===== src/rtl/kab_eic_pkg.sv =====
// Shared definitions for the Kabeta external interrupt controller:
// register map indices, FSM state encoding and STATUS field layout.
package kab_eic_pkg;

  localparam logic [1:0] EIC_REG_PEND   = 2'd0;
  localparam logic [1:0] EIC_REG_ENABLE = 2'd1;
  localparam logic [1:0] EIC_REG_STATUS = 2'd2;
  localparam logic [1:0] EIC_REG_RSVD   = 2'd3;

  localparam int unsigned STATUS_BUSY_BIT = 0;
  localparam int unsigned STATUS_ID_LSB   = 8;

  typedef enum logic [1:0] {
    ST_IDLE = 2'd0,
    ST_REQ  = 2'd1,
    ST_GAP  = 2'd2
  } eic_state_e;

endpackage


===== src/rtl/kab_eic_ctrl_if.sv =====
// IO-bus register port plus core interrupt handshake of the EIC.
// master = bus master / core side, slave = the controller.
interface kab_eic_ctrl_if #(
  parameter int unsigned ID_W = 3
);
  logic            Sys_WrEn;
  logic            Sys_RdEn;
  logic [1:0]      Sys_Address;
  logic [31:0]     Sys_WrData;
  logic [31:0]     Sys_RdData;
  logic            EIC_IntReq;
  logic [ID_W-1:0] EIC_IntId;
  logic            EIC_IntAck;

  modport master (
    output Sys_WrEn, Sys_RdEn, Sys_Address, Sys_WrData, EIC_IntAck,
    input  Sys_RdData, EIC_IntReq, EIC_IntId
  );

  modport slave (
    input  Sys_WrEn, Sys_RdEn, Sys_Address, Sys_WrData, EIC_IntAck,
    output Sys_RdData, EIC_IntReq, EIC_IntId
  );
endinterface


===== src/rtl/kab_prio_enc.sv =====
// Fixed-priority encoder: lowest set bit index wins. Purely combinational.
module kab_prio_enc #(
  parameter int unsigned N_SRC = 8,
  parameter int unsigned ID_W  = 3
) (
  input  logic [N_SRC-1:0] vec,
  output logic             valid,
  output logic [ID_W-1:0]  idx
);

  // Scan high to low so the last (lowest) hit overrides.
  always_comb begin
    valid = |vec;
    idx   = '0;
    for (int unsigned i = N_SRC; i > 0; i--) begin
      if (vec[i-1]) idx = ID_W'(i - 1);
    end
  end

endmodule


===== src/rtl/kab_eic_ctrl.sv =====
// Kabeta external interrupt controller: edge-latched pending bits, enable
// mask, fixed-priority selection and the core IntReq/IntId/IntAck handshake.
module kab_eic_ctrl
  import kab_eic_pkg::*;
#(
  parameter int unsigned N_SRC = 8,
  parameter int unsigned ID_W  = 3
) (
  input  logic             Sys_Clock,
  input  logic             Sys_Reset,
  input  logic [N_SRC-1:0] IntSrc,
  kab_eic_ctrl_if.slave    bus
);

  logic [N_SRC-1:0] prev_q, pend_q, enable_q;
  logic [N_SRC-1:0] rise, cand, id_onehot, w1c_mask, ack_mask;
  logic             cand_valid, load_id;
  logic [ID_W-1:0]  cand_id, id_q;
  logic [31:0]      rd_q, rd_d;
  eic_state_e       state_q, state_d;

  kab_prio_enc #(
    .N_SRC (N_SRC),
    .ID_W  (ID_W)
  ) u_prio (
    .vec   (cand),
    .valid (cand_valid),
    .idx   (cand_id)
  );

  // The bit being requested is protected from software W1C; only Ack clears it.
  always_comb begin
    rise      = IntSrc & ~prev_q;
    cand      = pend_q & enable_q;
    id_onehot = N_SRC'(1) << id_q;
    w1c_mask  = '0;
    if (bus.Sys_WrEn && bus.Sys_Address == EIC_REG_PEND)
      w1c_mask = bus.Sys_WrData[N_SRC-1:0];
    if (state_q == ST_REQ)
      w1c_mask = w1c_mask & ~id_onehot;
    ack_mask = (state_q == ST_REQ && bus.EIC_IntAck) ? id_onehot : '0;
  end

  always_comb begin
    state_d = state_q;
    load_id = 1'b0;
    case (state_q)
      ST_IDLE: if (cand_valid) begin
        load_id = 1'b1;
        state_d = ST_REQ;
      end
      ST_REQ:  if (bus.EIC_IntAck) state_d = ST_GAP;
      ST_GAP:  state_d = ST_IDLE;
      default: state_d = ST_IDLE;
    endcase
  end

  always_comb begin
    rd_d = rd_q;
    if (bus.Sys_RdEn) begin
      rd_d = '0;
      case (bus.Sys_Address)
        EIC_REG_PEND:   rd_d = 32'(pend_q);
        EIC_REG_ENABLE: rd_d = 32'(enable_q);
        EIC_REG_STATUS: begin
          rd_d[STATUS_BUSY_BIT]          = (state_q != ST_IDLE);
          rd_d[STATUS_ID_LSB +: ID_W]    = id_q;
        end
        default:        rd_d = '0;
      endcase
    end
  end

  always_ff @(posedge Sys_Clock) begin
    if (!Sys_Reset) begin
      prev_q   <= '0;
      pend_q   <= '0;
      enable_q <= '0;
      id_q     <= '0;
      rd_q     <= '0;
      state_q  <= ST_IDLE;
    end else begin
      prev_q  <= IntSrc;
      // A new rising edge wins over any clear in the same cycle.
      pend_q  <= (pend_q & ~(w1c_mask | ack_mask)) | rise;
      if (bus.Sys_WrEn && bus.Sys_Address == EIC_REG_ENABLE)
        enable_q <= bus.Sys_WrData[N_SRC-1:0];
      if (load_id)
        id_q <= cand_id;
      rd_q    <= rd_d;
      state_q <= state_d;
    end
  end

  assign bus.EIC_IntReq = (state_q == ST_REQ);
  assign bus.EIC_IntId  = id_q;
  assign bus.Sys_RdData = rd_q;

endmodule


===== src/flat_wrapper.sv =====
// flat-port wrapper written by rule: the top's interface ports become plain ports
module kab_eic_ctrl_flat import kab_eic_pkg::*;
#(
  parameter int unsigned N_SRC = 8,
  parameter int unsigned ID_W  = 3
)
  (Sys_Clock, Sys_Reset, IntSrc, bus_Sys_WrEn, bus_Sys_RdEn, bus_Sys_Address, bus_Sys_WrData, bus_EIC_IntAck, bus_Sys_RdData, bus_EIC_IntReq, bus_EIC_IntId);
  kab_eic_ctrl_if #(.ID_W(ID_W)) bus_i ();
  input  logic Sys_Clock;
  input  logic Sys_Reset;
  input  logic [N_SRC-1:0] IntSrc;
  input wire logic [$bits(bus_i.Sys_WrEn)-1:0] bus_Sys_WrEn;
  input wire logic [$bits(bus_i.Sys_RdEn)-1:0] bus_Sys_RdEn;
  input wire logic [$bits(bus_i.Sys_Address)-1:0] bus_Sys_Address;
  input wire logic [$bits(bus_i.Sys_WrData)-1:0] bus_Sys_WrData;
  input wire logic [$bits(bus_i.EIC_IntAck)-1:0] bus_EIC_IntAck;
  output wire logic [$bits(bus_i.Sys_RdData)-1:0] bus_Sys_RdData;
  output wire logic [$bits(bus_i.EIC_IntReq)-1:0] bus_EIC_IntReq;
  output wire logic [$bits(bus_i.EIC_IntId)-1:0] bus_EIC_IntId;
  assign bus_i.Sys_WrEn = bus_Sys_WrEn;
  assign bus_i.Sys_RdEn = bus_Sys_RdEn;
  assign bus_i.Sys_Address = bus_Sys_Address;
  assign bus_i.Sys_WrData = bus_Sys_WrData;
  assign bus_i.EIC_IntAck = bus_EIC_IntAck;
  assign bus_Sys_RdData = bus_i.Sys_RdData;
  assign bus_EIC_IntReq = bus_i.EIC_IntReq;
  assign bus_EIC_IntId = bus_i.EIC_IntId;
  kab_eic_ctrl #(.N_SRC(N_SRC), .ID_W(ID_W)) u_core (.Sys_Clock(Sys_Clock), .Sys_Reset(Sys_Reset), .IntSrc(IntSrc), .bus(bus_i));
endmodule

===== config.mk =====
export PLATFORM = sky130hd
export DESIGN_NAME = kab_eic_ctrl_flat
export DESIGN_NICKNAME = d
export VERILOG_FILES = /design/src/rtl/kab_eic_pkg.sv /design/src/rtl/kab_eic_ctrl_if.sv /design/src/rtl/kab_prio_enc.sv /design/src/rtl/kab_eic_ctrl.sv /design/src/flat_wrapper.sv
export SDC_FILE = /design/constraint.sdc
export NUM_CORES = 1
export LEC_CHECK = 0
export ABC_CLOCK_PERIOD_IN_PS = 1500
export BUFFER_PORTS_ARGS = -buffer_cell sky130_fd_sc_hd__buf_2
export CAP_MARGIN = 20
export CORE_UTILIZATION = 47
export CTS_CLUSTER_DIAMETER = 50
export DETAILED_ROUTE_END_ITERATION = 8
export HOLD_SLACK_MARGIN = 0.06
export MAX_ROUTING_LAYER = met4
export PLACE_DENSITY_LB_ADDON = 0.05
export SYNTH_ARGS = -nofsm -noshare
export SYNTH_HDL_FRONTEND = slang
export SYNTH_SLANG_ARGS = --single-unit

===== constraint.sdc =====
create_clock -name Sys_Clock -period 1.5 [get_ports Sys_Clock]
set_clock_uncertainty 0.1 [all_clocks]
set_input_delay 0.225 -clock Sys_Clock [delete_from_list [all_inputs] [get_ports Sys_Clock]]
set_output_delay 0.225 -clock Sys_Clock [all_outputs]
set_load 0.05 [all_outputs]

==> results.toml <==
[pwr]
power_density_nw_per_um2 = 979
ir_worst_vdd_mv = 0.637
p_leak_nw = 0.950

[clocking]
cts-buffers-inserted = 5
clkLatencyLatePin_ns = 0.30
path_clk_slew_ns = 0.07
htreeDepth = 2
cts.sinks = 40
clockRootBuffer = "clkbuf_8"
tritoncts = "done"
clockBufferDepth = 2

[global_routing]
grt_usage_pct = 22.0
grt_pass1_wl_um = 6870
antenna_found_initial = 0
grt_pass1_vias = 1484
grt_max_degree = 28
grt_overflow = 0

[sta]
holdWs_ns = 0.0930
drv_slew = 0
rsz0062_at_grt = "false"
fin_crit_sh_pct = 96.1
min_period_ns = 1.44
worst_slack_ns = 0.0583
max_clock_freq_mhz = 694
final.setup.tns_ns = 0
hold_viol_final = 0
finalSetupViolCount = 0

[place]
place_ws_ns = 0.119
post-place-cells = 311
place.gp.congestion = 0.831
port_buffers = 37
dp_hpwl_um = 3130
post_dp_cell_area_um2 = 2130

[status]
outcome = "finished clean"

[routing]
avgViaCountPerCell = 5.05
antenna_left = 0
dr.pass1.iters = 4
vias = 1651
wl_per_cell_um = 12.8
wl_um = 4170
drtIter0Drc = 75
post-route-drc-count = 0

[yosys]
synth_seq_area_share_pct = 41.2
syn_area_um2 = 1940
synthTopCellsByArea = "dfxtp_1 41%, buf_4 8.9%, a21oi_1 7.5%, nand2_1 3.7%, nor2_1 3.7%"
synth_edf_count = 0
yosys_warnings = 0
synth.distinct_cells = 37
yosysTopAreaCell = "dfxtp_1"
syn_avg_cell_area_um2 = 8.63
synth_cells = 225
async_flop_share_pct = 0
ys_ff_latch = 40
synthFlopType = "dfxtp_1"
synth.top_cell.area_share_pct = 41.2

[setup_path]
startpoint_type = "register"
criticalPathCategory = "reg2out"
worstPathArrival_ns = 1.12
cp_max_fo = 6
crit_required_ns = 1.17
worst_setup_path_end_kind = "primary output"

[die]
die-area_um2 = 4390
core-area_um2 = 3800
start_util_pct = 51.1
die_width_um = 66.3
die_h_um = 66.3
num_io_pins = 83
num_rows = 22

[final_layout]
nets = 326
postLayoutCellArea_um2 = 2300
mostFrequentLayoutCells = "35 x dfxtp_1, 34 x buf_2, 29 x a21oi_1"
seqCellArea_um2 = 807
syn_to_final_growth_pct = 18.7
drive_gt1_share_pct = 24.4
fillCellCount = 381
multi_input_area_um2 = 982
layout_commonest_cell = "dfxtp_1"
antenna_cells = 0
final_cells = 327

[run]
cap_violations = 0

[hold_path]
hp-class = "in2reg"
-- cell families (layout without fill, tap and decap cells) --
logic type | after synthesis | count (layout) | synth area share [%]
muxes | 7 | 7 | 3.61
DFF | 40 | 40 | 41.2
and+or+nand+nor | 86 | 86 | 24.1
buffers and inverters | 33 | 67 | 12.0
other | 1 | 21 | 0.193
AOI/OAI and AO/OA | 58 | 58 | 18.8
-- per-layer routing --
metal,up-vias,track usage (%),routed length (um)
met5,-,-,0
li1,856,-,-
met3,8,4.66,189
met1,735,26.4,2000
met4,0,10.4,82
met2,52,35.1,1900
-- through the flow --
step	power [mW]	util (%)
after floorplan	1.52	-
after detailed placement	1.58	56.1
after global routing	2.36	60.7
after global placement	1.57	56.1
final	2.26	60.7
after CTS	2.27	60.3
-- final cells by class --
cell class,instances,share of cell area (%)
Multi-Input combinational cell,172,42.6
Sequential cell,40,35.0
Timing Repair Buffer,57,15.7
Clock buffer,6,3.15
Tap cell,48,2.61
Inverter,3,0.651
Clock inverter,1,0.217
-- worst paths after layout --
check,start,to,slack [ns],depth (start not counted)
max,u_core.state_q[1],bus_EIC_IntReq,0.06,3
min,bus_Sys_WrData[5],u_core.enable_q[5],0.09,3
max reg2reg,u_core.state_q[1],u_core.pend_q[2],0.14,5
min reg2reg,u_core.bus.Sys_RdData[8],u_core.bus.Sys_RdData[8],0.36,2
-- flip-flops by register name, summed over array words and instances (netlist names) --
| register | cells |
|---|---|
| u_core.pend_q | 8 |
| u_core.enable_q | 8 |
| u_core.state_q | 2 |
| u_core.bus.EIC_IntId | 3 |
| u_core.prev_q | 8 |
| u_core.bus.Sys_RdData | 11 |
-- worst max-delay path, stage by stage (launching register included) --
cell and delay (ns):
dfxtp_2 0.35, nand2b_4 0.17, clkinvlp_4 0.11, buf_4 0.19
-- synthesized netlist by cell type (all sizes together) (3+ instances only) --
master and instances:
o311ai 5, a22oi 3, mux2i 7, and2 9, nand2b 13, buf 27, nor2 19, o21ai 3
nand3b 3, dfxtp 40, o211ai 9, a21oi 29, nand2 20, clkbuf 3, nand3 12
-- power by group --
group	internal (mW)	total, mW	switching, mW
logic	0.137	0.423	0.286
registers	1.11	1.15	0.0399
clock network	0.316	0.682	0.366
total	1.56	2.26	0.692
-- timing repair --
item                                    in CTS  in global routing
endpoints found under the setup margin       1                  4
hold buffers                                 8                  0
resized for setup                            1                  4
endpoints found under the hold margin        8                  0
buffers inserted                             0                  1
Note: power is estimated with default switching activity, not from simulation.
